==> src/rtl/check_collision.sv <==
// rtl/check_collision.sv - one-pixel step collision check against the fixed maze, plus free-running clock divider
module check_collision #(
  parameter int TILE_SHIFT = 4,
  parameter int SPRITE     = 16,
  parameter int MAP_COLS   = 40,
  parameter int MAP_ROWS   = 30
) (
  input  logic        clk,
  input  logic        rst,
  input  logic [9:0]  PacX,
  input  logic [8:0]  PacY,
  input  logic [1:0]  state,
  output logic        result,
  output logic [31:0] clkdiv
);

  localparam logic [10:0] XMAX  = 11'(640 - SPRITE);
  localparam logic [9:0]  YMAX  = 10'(480 - SPRITE);
  localparam logic [10:0] XSPAN = 11'(SPRITE - 1);
  localparam logic [9:0]  YSPAN = 10'(SPRITE - 1);

  function automatic logic is_wall(input logic [6:0] c, input logic [5:0] r);
    return (r == 6'd0) || (r == 6'(MAP_ROWS - 1)) ||
           (c == 7'd0) || (c == 7'(MAP_COLS - 1)) ||
           ((c[1:0] == 2'd2) && (r[1:0] == 2'd2));
  endfunction

  logic [10:0] nx;
  logic [9:0]  ny;
  logic        under;
  logic [6:0]  col_l, col_r;
  logic [5:0]  row_t, row_b;
  logic        blocked;

  // Candidate is one bit wider than the port so edge overshoot is visible
  always_comb begin
    nx    = {1'b0, PacX};
    ny    = {1'b0, PacY};
    under = 1'b0;
    unique case (state)
      2'b00: begin
        under = (PacY == 9'd0);
        ny    = {1'b0, PacY} - 10'd1;
      end
      2'b01: ny = {1'b0, PacY} + 10'd1;
      2'b10: begin
        under = (PacX == 10'd0);
        nx    = {1'b0, PacX} - 11'd1;
      end
      2'b11: nx = {1'b0, PacX} + 11'd1;
    endcase
  end

  always_comb begin
    col_l = 7'(nx >> TILE_SHIFT);
    col_r = 7'((nx + XSPAN) >> TILE_SHIFT);
    row_t = 6'(ny >> TILE_SHIFT);
    row_b = 6'((ny + YSPAN) >> TILE_SHIFT);
    blocked = under || (nx > XMAX) || (ny > YMAX) ||
              is_wall(col_l, row_t) || is_wall(col_r, row_t) ||
              is_wall(col_l, row_b) || is_wall(col_r, row_b);
  end

  always_ff @(posedge clk or posedge rst) begin
    if (rst) begin
      result <= 1'b0;
      clkdiv <= 32'd0;
    end else begin
      result <= ~blocked;
      clkdiv <= clkdiv + 32'd1;
    end
  end

endmodule

==> config.mk <==
export PLATFORM = sky130hd
export DESIGN_NAME = check_collision
export DESIGN_NICKNAME = d
export VERILOG_FILES = /design/src/rtl/check_collision.sv
export SDC_FILE = /design/constraint.sdc
export NUM_CORES = 1
export LEC_CHECK = 0
export CAP_MARGIN = 20
export CORE_UTILIZATION = 40
export DETAILED_ROUTE_END_ITERATION = 10
export GPL_ROUTABILITY_DRIVEN = 0
export GPL_TIMING_DRIVEN = 1
export PLACE_DENSITY_LB_ADDON = 0.1
export SLEW_MARGIN = 20
export SYNTH_ARGS = -nofsm -noshare
export SYNTH_HDL_FRONTEND = slang
export SYNTH_SLANG_ARGS = --single-unit
==> constraint.sdc <==
create_clock -name clk -period 2.3 [get_ports clk]
set_input_delay 0.23 -clock clk [delete_from_list [all_inputs] [get_ports clk]]
set_output_delay 0.23 -clock clk [all_outputs]
set_load 0.02 [all_outputs]
## Word-level counts from Yosys, hierarchy flattened

Index checks and enable logic that the tools add are counted.

| word-level totals | value |
|---|---|
| bits in latches | 0 |
| word-level logic and storage cells | 57 |
| memory bits (writable) | 0 |
| memories | 0 |
| flip-flop bits (word level) | 33 |
| bits in read-only memories | 0 |

| cells by class | value |
|---|---|
| multiply operators | 0 |
| shift operators | 0 |
| order comparisons | 2 |
| equality and inequality tests | 11 |
| bitwise operators | 1 |
| mux-type cells | 3 |
| add/subtract/negate cells | 7 |
| reduce and logical (&&, ||, !) cells | 31 |
| divide/modulo/power cells | 0 |

Operators by type and width:

| operator | number |
|---|---|
| adder 32 x 1 -> 32 bit (second input constant) | 1 |
| one-hot mux 11 bit (2 select lines) | 1 |
| logical OR 1 bit | 20 |
| one-hot mux 10 bit (2 select lines) | 1 |
| equality test 7 x 6 -> 1 bit (second input constant) | 2 |
| zero test 7 bit | 2 |
| equality test 2 bit (second input constant) | 6 |
| equality test 6 x 5 -> 1 bit (second input constant) | 2 |
| zero test 6 bit | 2 |
| adder 10 x 1 -> 11 bit (second input constant) | 1 |
| adder 11 x 4 -> 11 bit (second input constant) | 1 |
| greater-than comparator 11 x 10 -> 1 bit (second input constant) | 1 |
| subtractor 10 x 1 -> 11 bit (second input constant) | 1 |
| adder 10 x 4 -> 10 bit (second input constant) | 1 |
| adder 9 x 1 -> 10 bit (second input constant) | 1 |
| greater-than comparator 10 x 9 -> 1 bit (second input constant) | 1 |
| zero test 10 bit | 1 |
| subtractor 9 x 1 -> 10 bit (second input constant) | 1 |
| zero test 9 bit | 1 |
| logical AND 1 bit | 4 |
| equality test 2 x 1 -> 1 bit (second input constant) | 1 |
| zero test 2 bit | 1 |
| one-hot mux 1 bit (2 select lines) | 1 |
| inverter 1 bit | 1 |

## Logic depth before layout (Yosys ltp)

Gate-level depths: netlist (run 1).

| depth | value |
|---|---|
| word-level depth | 12 |
| depth in mapped cells | 13 |

## Least setup slack after synthesis (run 1)

Ideal clock, no wire load.

| path | value |
|---|---|
| path kind | input-to-reg |
| from | input port state[1] |
| to | register result |
| path buffers | 1 |
| data required time | 2160 ps |
| path slack | -729 ps |
| stages | 11 |
| data arrival time | 2889 ps |
| setup time | 140 ps |
| cell sequence | clkbuf_1 -> nand2_1 -> ha_1 -> o41ai_1 -> a21oi_1 -> o22ai_1 -> mux2_2 -> nor3_1 -> nand2_1 -> a2111oi_1 -> nor4_2 |

| on the way | value |
|---|---|
| cells in the longest elaborated chain, start to end | 12 |

Ends and longest elaborated chain:

| element | line | source |
|---|---|---|
| from (decl) | 12 | `input logic [1:0] state,` |
| parallel branches: the longest is 10 deep, another holds adder 10 x 4 -> 10 bit | n/a |  |
| logical OR 1 bit * | 61 | `is_wall(col_l, row_b) \|\| is_wall(col_r, row_b);` |
| inverter 1 bit * | 69 | `result <= ~blocked;` |
| to (signal assigned) | 69 |  |
| to (decl) | 13 | `output logic result,` |

Every way passes the cells marked *.

## Final worst setup path (run 1)

Same ends and word-level chain as after synthesis.

==> impl_metrics.env, run 1 <==
export IMPL_grt_pass1_vias=2719
export IMPL_drt_iter0_drc=71
export IMPL_place_ws_ps=-890
export IMPL_drtAntennaViolNets=0
export IMPL_final_cells=535
export IMPL_yosysUniqueCellTypes=56
export IMPL_syn_inst=307
export IMPL_r2r_start="clkdiv[12]$_DFF_PP0_"
export IMPL_p_per_area_nw_per_um2=386
export IMPL_avgSynthCellArea_um2=8.91
export IMPL_fin_crit_ps=2490
export IMPL_holdWs_ps=328
export IMPL_ys_ff_latch=33
export IMPL_fin_crit_sh_pct=108
export IMPL_avgRoutedWirePerCell_um=13.1
export IMPL_place_area_um2=4180
export IMPL_fmax_mhz=402
export IMPL_core_um2=6460
export IMPL_post_route_cell_area_um2=4440
export IMPL_setup_viol=1
export IMPL_io_pins=56
export IMPL_grt_ovfl_total=0
export IMPL_clk_latency_ps=280
export IMPL_placed_cells=520
export IMPL_crit_path_cell_trace="buf_2, buf_12, inv_12, nand2_8, buf_4, ha_4, a21o_1, and4_4, o211a_1, a311o_1, mux2_4, a221oi_2, nand4_1, nor4_2"
export IMPL_critical_path_class="primary input to register"
export IMPL_outcome="complete, but fails checks"
export IMPL_async_reset_ff_share_pct=100
export IMPL_crit_required_ps=2490
export IMPL_synth_area_um2=2730
export IMPL_num_vias=2896
export IMPL_layout_drive_gt1_share_pct=30.6
export IMPL_fin_util_pct=68.7
export IMPL_fp_dieW_um=84.7
export IMPL_ys_flop_type="dfrtp_1"
export IMPL_syn_nets=351
export IMPL_p_leak_uw=0.00194
export IMPL_synth_edf_count=0
export IMPL_worstSetupEndpointType="register"
export IMPL_root_buffer="clkbuf_8"
export IMPL_grt_total_usage_pct=20.6
export IMPL_max_vdd_ir_drop_v=0.000172
export IMPL_die_area_um2=7170
export IMPL_rrSetupSlack_ps=230
export IMPL_drt_vias_per_instance=5.41
export IMPL_clk_pin_slew_ps=70
export IMPL_layout_nets=501
export IMPL_ys_seq_area_share_pct=30.2
export IMPL_rr_worst_depth=8
export IMPL_holdCritPathClass="primary input to async pin"
export IMPL_grt_max_degree=34
export IMPL_start_util_pct=42.3
export IMPL_clock_skew_ps=7.71
export IMPL_violations="DRC, setup timing"
export IMPL_row_count=29
export IMPL_worstPathArrival_ps=2670
export IMPL_cts_hold_buf=0
export IMPL_timing_slew_headroom_pct=73.5
export IMPL_fin_ws_ps=-187
export IMPL_crit_slowest_cell="mux2_4"
export IMPL_cpPeakStageDelay_ps=320
export IMPL_clock_path_buffers=2
export IMPL_fillers=524
export IMPL_portBuffers=55
export IMPL_die_h_um=84.7
export IMPL_antenna_found_initial=0
export IMPL_grt_setup_unrepaired="yes"
export IMPL_drc_errors=5
export IMPL_grt_pass1_wl_um=12100
export IMPL_cts_sinks=33
export IMPL_htreeDepth=2
export IMPL_crit_path_max_fanout=4
export IMPL_cts_tree="yes"
export IMPL_drv_slew=0
export IMPL_worstReg2RegEnd="clkdiv[28]$_DFF_PP0_"
export IMPL_drt_pass1_iter_count=10
export IMPL_max_cap_viol_count=0
export IMPL_cp_start_kind="primary input"
export IMPL_drt_wl_total_um=7020
export IMPL_hpwlAfterDp_um=5710
export IMPL_yosys_warnings=0
export IMPL_crit_start="state[1]"
export IMPL_worst_pin_slew_ps=397
export IMPL_antenna_cells=0
export IMPL_area_growth_pct=62.4
export IMPL_hold_viol=0
export IMPL_critPathCapture="result$_DFF_PP0_"
export IMPL_cts_buffers_inserted=5
power breakdown:
part	switching (uW)	total, uW	internal (uW)
combinational	335	728	393
sequential	0.864	585	585
clock	191	401	209
total	527	1710	1190
layout make-up:
cell class	instances	area [um2]	share of cell area, %
tap	77	96.3	2.17
sequential	33	826	18.6
inverter	8	42.5	0.958
clock buffer	6	72.6	1.63
timing repair buffer	148	1280	28.9
multi-input combinational	261	2110	47.5
clock inverter	2	10.0	0.225
synthesized netlist by cell type, types with 4 or more instances:
| cell type | count | area share (%) |
|---|---|---|
| dfrtp_1 | 33 | 30 |
| xnor2_1 | 28 | 9.0 |
| nand2_1 | 27 | 3.7 |
| nand3_1 | 25 | 4.6 |
| nor2_1 | 21 | 2.9 |
| ha_1 | 19 | 8.7 |
| nand4_1 | 12 | 2.7 |
| nor3_1 | 12 | 2.2 |
| xor2_1 | 9 | 2.9 |
| a21oi_1 | 8 | 1.5 |
| and3_1 | 8 | 1.8 |
| inv_1 | 8 | 1.1 |
| a211oi_1 | 7 | 1.9 |
| mux2i_1 | 7 | 2.6 |
| o21ai_0 | 7 | 1.3 |
| a21o_1 | 6 | 1.6 |
| or3_1 | 6 | 1.4 |
| and4_1 | 5 | 1.6 |
| clkbuf_1 | 4 | 0.55 |
| nor2b_1 | 4 | 0.92 |
registers in the layout, summed over array words and instances, names as in the netlist:
register / count
result: 1
clkdiv: 32
metrics by stage:
stage	total power, uW	TNS, ps
floorplan	971	-225
global placement	1260	-812
detailed placement	1270	-890
CTS	1720	-188
global route	1830	-388
finish	1710	-187
worst min-delay path by stage:
stage / from / to / slack [ps] / cells after the start
final: rst / clkdiv[6]$_DFF_PP0_ / 330 / 3
after global routing: rst / clkdiv[4]$_DFF_PP0_ / 390 / 3
after CTS: rst / clkdiv[6]$_DFF_PP0_ / 350 / 3
after detailed placement: clkdiv[31]$_DFF_PP0_ / clkdiv[31]$_DFF_PP0_ / 470 / 1
after global placement: clkdiv[31]$_DFF_PP0_ / clkdiv[31]$_DFF_PP0_ / 460 / 1
after floorplan: rst / clkdiv[0]$_DFF_PP0_ / 360 / 1
per-layer routing:
layer  wire length (um)  track usage (%)  vias up  share of wire [%]
met5                  0                0        -                  0
met4                126             6.47        0                1.8
met3                203             2.95       12                2.9
met2               3480             35.8       60                 50
met1               3210             26.3     1358                 46
li1                   -                -     1466                  -
placed cells by master (no fill, tap or decap), drive strengths merged, types with 9 or more instances in the layout:
cell / instances
and3: 9
buf: 95
clkdlybuf4s50: 45
dfrtp: 33
ha: 19
nand2: 27
nand3: 25
nand4: 12
nor2: 21
nor3: 12
xnor2: 28
xor2: 9
critical path: cells and delay by family:
kind | cells | cell delay, ps
buffers and inverters | 4 | 430
AND/OR/NAND/NOR | 4 | 490
adder cells (fa/ha/maj) | 1 | 210
multiplexers | 1 | 320
AO/OA/AOI/OAI | 4 | 990
kinds of logic after synthesis:
| group | share of synthesized area (%) |
|---|---|
| simple gates | 26.0 |
| flops | 30.2 |
| buf+inv | 1.78 |
| compound gates | 16.4 |
| fa+ha+maj | 10.2 |
| mux | 3.52 |
| xor+xnor | 11.9 |
timing repair:
action                                  4_1_cts  5_1_grt
endpoints found under the setup margin        1        1
resized for setup                            37        2
cloned                                        0        0
buffers inserted                              7        0
pin swaps                                    14        0
Note: power is estimated with default switching activity, not from simulation.
==> inputs of run 2 (changes only) <==
CELL_PAD_IN_SITES_DETAIL_PLACEMENT = 1   (was unset)
CELL_PAD_IN_SITES_GLOBAL_PLACEMENT = 2   (was unset)
CORE_UTILIZATION = 31   (was 40)
==> impl_metrics.env, run 2 (same netlist as run 1, synthesis figures left out) <==
export IMPL_hpwlAfterDp_um=6750
export IMPL_p_leak_uw=0.00196
export IMPL_critical_path_class="primary input to register"
export IMPL_grt_ovfl_total=0
export IMPL_fin_crit_ps=2520
export IMPL_core_um2=8380
export IMPL_root_buffer="clkbuf_8"
export IMPL_outcome="complete, but fails checks"
export IMPL_cts_buffers_inserted=5
export IMPL_final_cell_mix="buf_4 (85), clkdlybuf4s50_1 (44), dfrtp_1 (33)"
export IMPL_grt_pass1_vias=3010
export IMPL_worst_pin_slew_ps=445
export IMPL_row_count=33
export IMPL_crit_start="PacX[5]"
export IMPL_avgRoutedWirePerCell_um=15.9
export IMPL_p_per_area_nw_per_um2=393
export IMPL_clk_latency_ps=280
export IMPL_num_vias=2989
export IMPL_fmax_mhz=397
export IMPL_drc_errors=0
export IMPL_cp_start_kind="primary input"
export IMPL_timing_slew_headroom_pct=69.9
export IMPL_start_util_pct=32.6
export IMPL_io_pins=56
export IMPL_fp_dieW_um=95.9
export IMPL_fillers=967
export IMPL_clock_skew_ps=8.66
export IMPL_violations="setup timing"
export IMPL_crit_slowest_cell="clkdlybuf4s50_1"
export IMPL_cts_tree="yes"
export IMPL_layout_drive_gt1_share_pct=32.5
export IMPL_antenna_found_initial=0
export IMPL_drt_pass1_iter_count=4
export IMPL_drtAntennaViolNets=0
export IMPL_reg_top3="clkdiv: 32 flops, result: 1 flops"
export IMPL_regMostFlops="clkdiv"
export IMPL_drt_iter0_drc=55
export IMPL_grt_total_usage_pct=19.8
export IMPL_fin_ws_ps=-221
export IMPL_cpPeakStageDelay_ps=570
export IMPL_antenna_cells=0
export IMPL_die_h_um=95.9
export IMPL_fin_crit_sh_pct=110
export IMPL_die_area_um2=9200
export IMPL_crit_required_ps=2460
export IMPL_htreeDepth=2
export IMPL_crit_path_max_fanout=4
export IMPL_clock_path_buffers=2
export IMPL_hold_viol=0
export IMPL_worstSetupEndpointType="register"
export IMPL_drt_wl_total_um=8900
export IMPL_grt_pass1_wl_um=14200
export IMPL_grt_max_degree=34
export IMPL_drt_vias_per_instance=5.34
export IMPL_power_uw=1800
export IMPL_worstPathArrival_ps=2680
export IMPL_r2r_start="clkdiv[12]$_DFF_PP0_"
export IMPL_rrSetupSlack_ps=180
export IMPL_largest_reg_flops=32
export IMPL_layout_commonest_cell="buf_4"
export IMPL_clk_pin_slew_ps=70
export IMPL_setup_viol=1
export IMPL_max_vdd_ir_drop_v=0.000147
export IMPL_holdWs_ps=336
export IMPL_grt_setup_unrepaired="yes"
export IMPL_place_ws_ps=-1010
export IMPL_cts_hold_buf=0
export IMPL_max_cap_viol_count=0
export IMPL_portBuffers=55
export IMPL_ff_latch_area_um2=826
export IMPL_area_growth_pct=67.8
export IMPL_drv_slew=0
export IMPL_cts_sinks=33
export IMPL_tns_ps=-221
export IMPL_layout_nets=498
export IMPL_crit_path_cell_trace="clkdlybuf4s50_1, ha_4, or4b_1, o211ai_1, a311oi_2, buf_4, nor3_2, nand2_1, a2111oi_4, nor4_2"
export IMPL_holdCritPathClass="primary input to async pin"
export IMPL_multi_input_area_um2=2250
[run 2: worst max-delay path: cells and delay by family]
| kind | cells | cell delay, ps |
|---|---|---|
| AOI/OAI and AO/OA | 3 | 590 |
| adders and majority gates | 1 | 250 |
| buffers and inverters | 2 | 730 |
| and+or+nand+nor | 4 | 870 |
[run 2: layout make-up]
cell class                      count  area share [%]
Timing Repair Buffer              145            27.4
Clock inverter                      2           0.218
Sequential cell                    33            18.0
Multi-Input combinational cell    261            49.0
Tap cell                          105            2.86
Clock buffer                        6            1.58
Inverter                            8           0.927
[run 2: power breakdown]
group,internal [uW],leakage (uW),switching [uW]
clock network,209,0.0000450,204
logic,421,0.00147,383
registers,584,0.000446,1.13
total,1210,0.00196,588
[run 2: worst paths after layout]
check                                        to  depth (start not counted)
min reg2reg                clkdiv[31]$_DFF_PP0_                          1
max reg2reg                clkdiv[28]$_DFF_PP0_                          8
min                        clkdiv[24]$_DFF_PP0_                          3
max                            result$_DFF_PP0_                         10
min in group clk           clkdiv[31]$_DFF_PP0_                          1
max in group asynchronous  clkdiv[11]$_DFF_PP0_                          3
[run 2: routing by layer]
| metal | up-vias | track usage [%] | wire, um |
|---|---|---|---|
| met5 | - | 0 | 0 |
| met4 | 0 | 5.35 | 115 |
| met3 | 14 | 2.05 | 204 |
| met2 | 65 | 36.6 | 4630 |
| met1 | 1461 | 24.2 | 3950 |
| li1 | 1449 | - | - |
[run 2: what timing repair did]
| action | CTS | global route |
|---|---|---|
| pin swaps | 20 | 13 |
| buffers inserted | 7 | 2 |
| gates cloned | 0 | 0 |
| gates resized for setup | 44 | 15 |
| endpoints found under the setup margin | 1 | 3 |
| endpoints found under the hold margin | 0 | 0 |
[run 2: stage by stage]
stage	instance area, um2	util (%)	instances
3_3_place_gp	4190	50.0	544
6_report	4590	54.7	560
2_1_floorplan	2940	-	307
3_5_place_dp	4190	50.0	544
4_1_cts	4500	53.7	559
5_1_grt	4590	54.7	560
==> inputs of run 3 (changes only) <==
TNS_END_PERCENT = 5   (was unset)
==> results of run 3 <==
No change in the layout: final DEF, timing and power equal those of run 2.
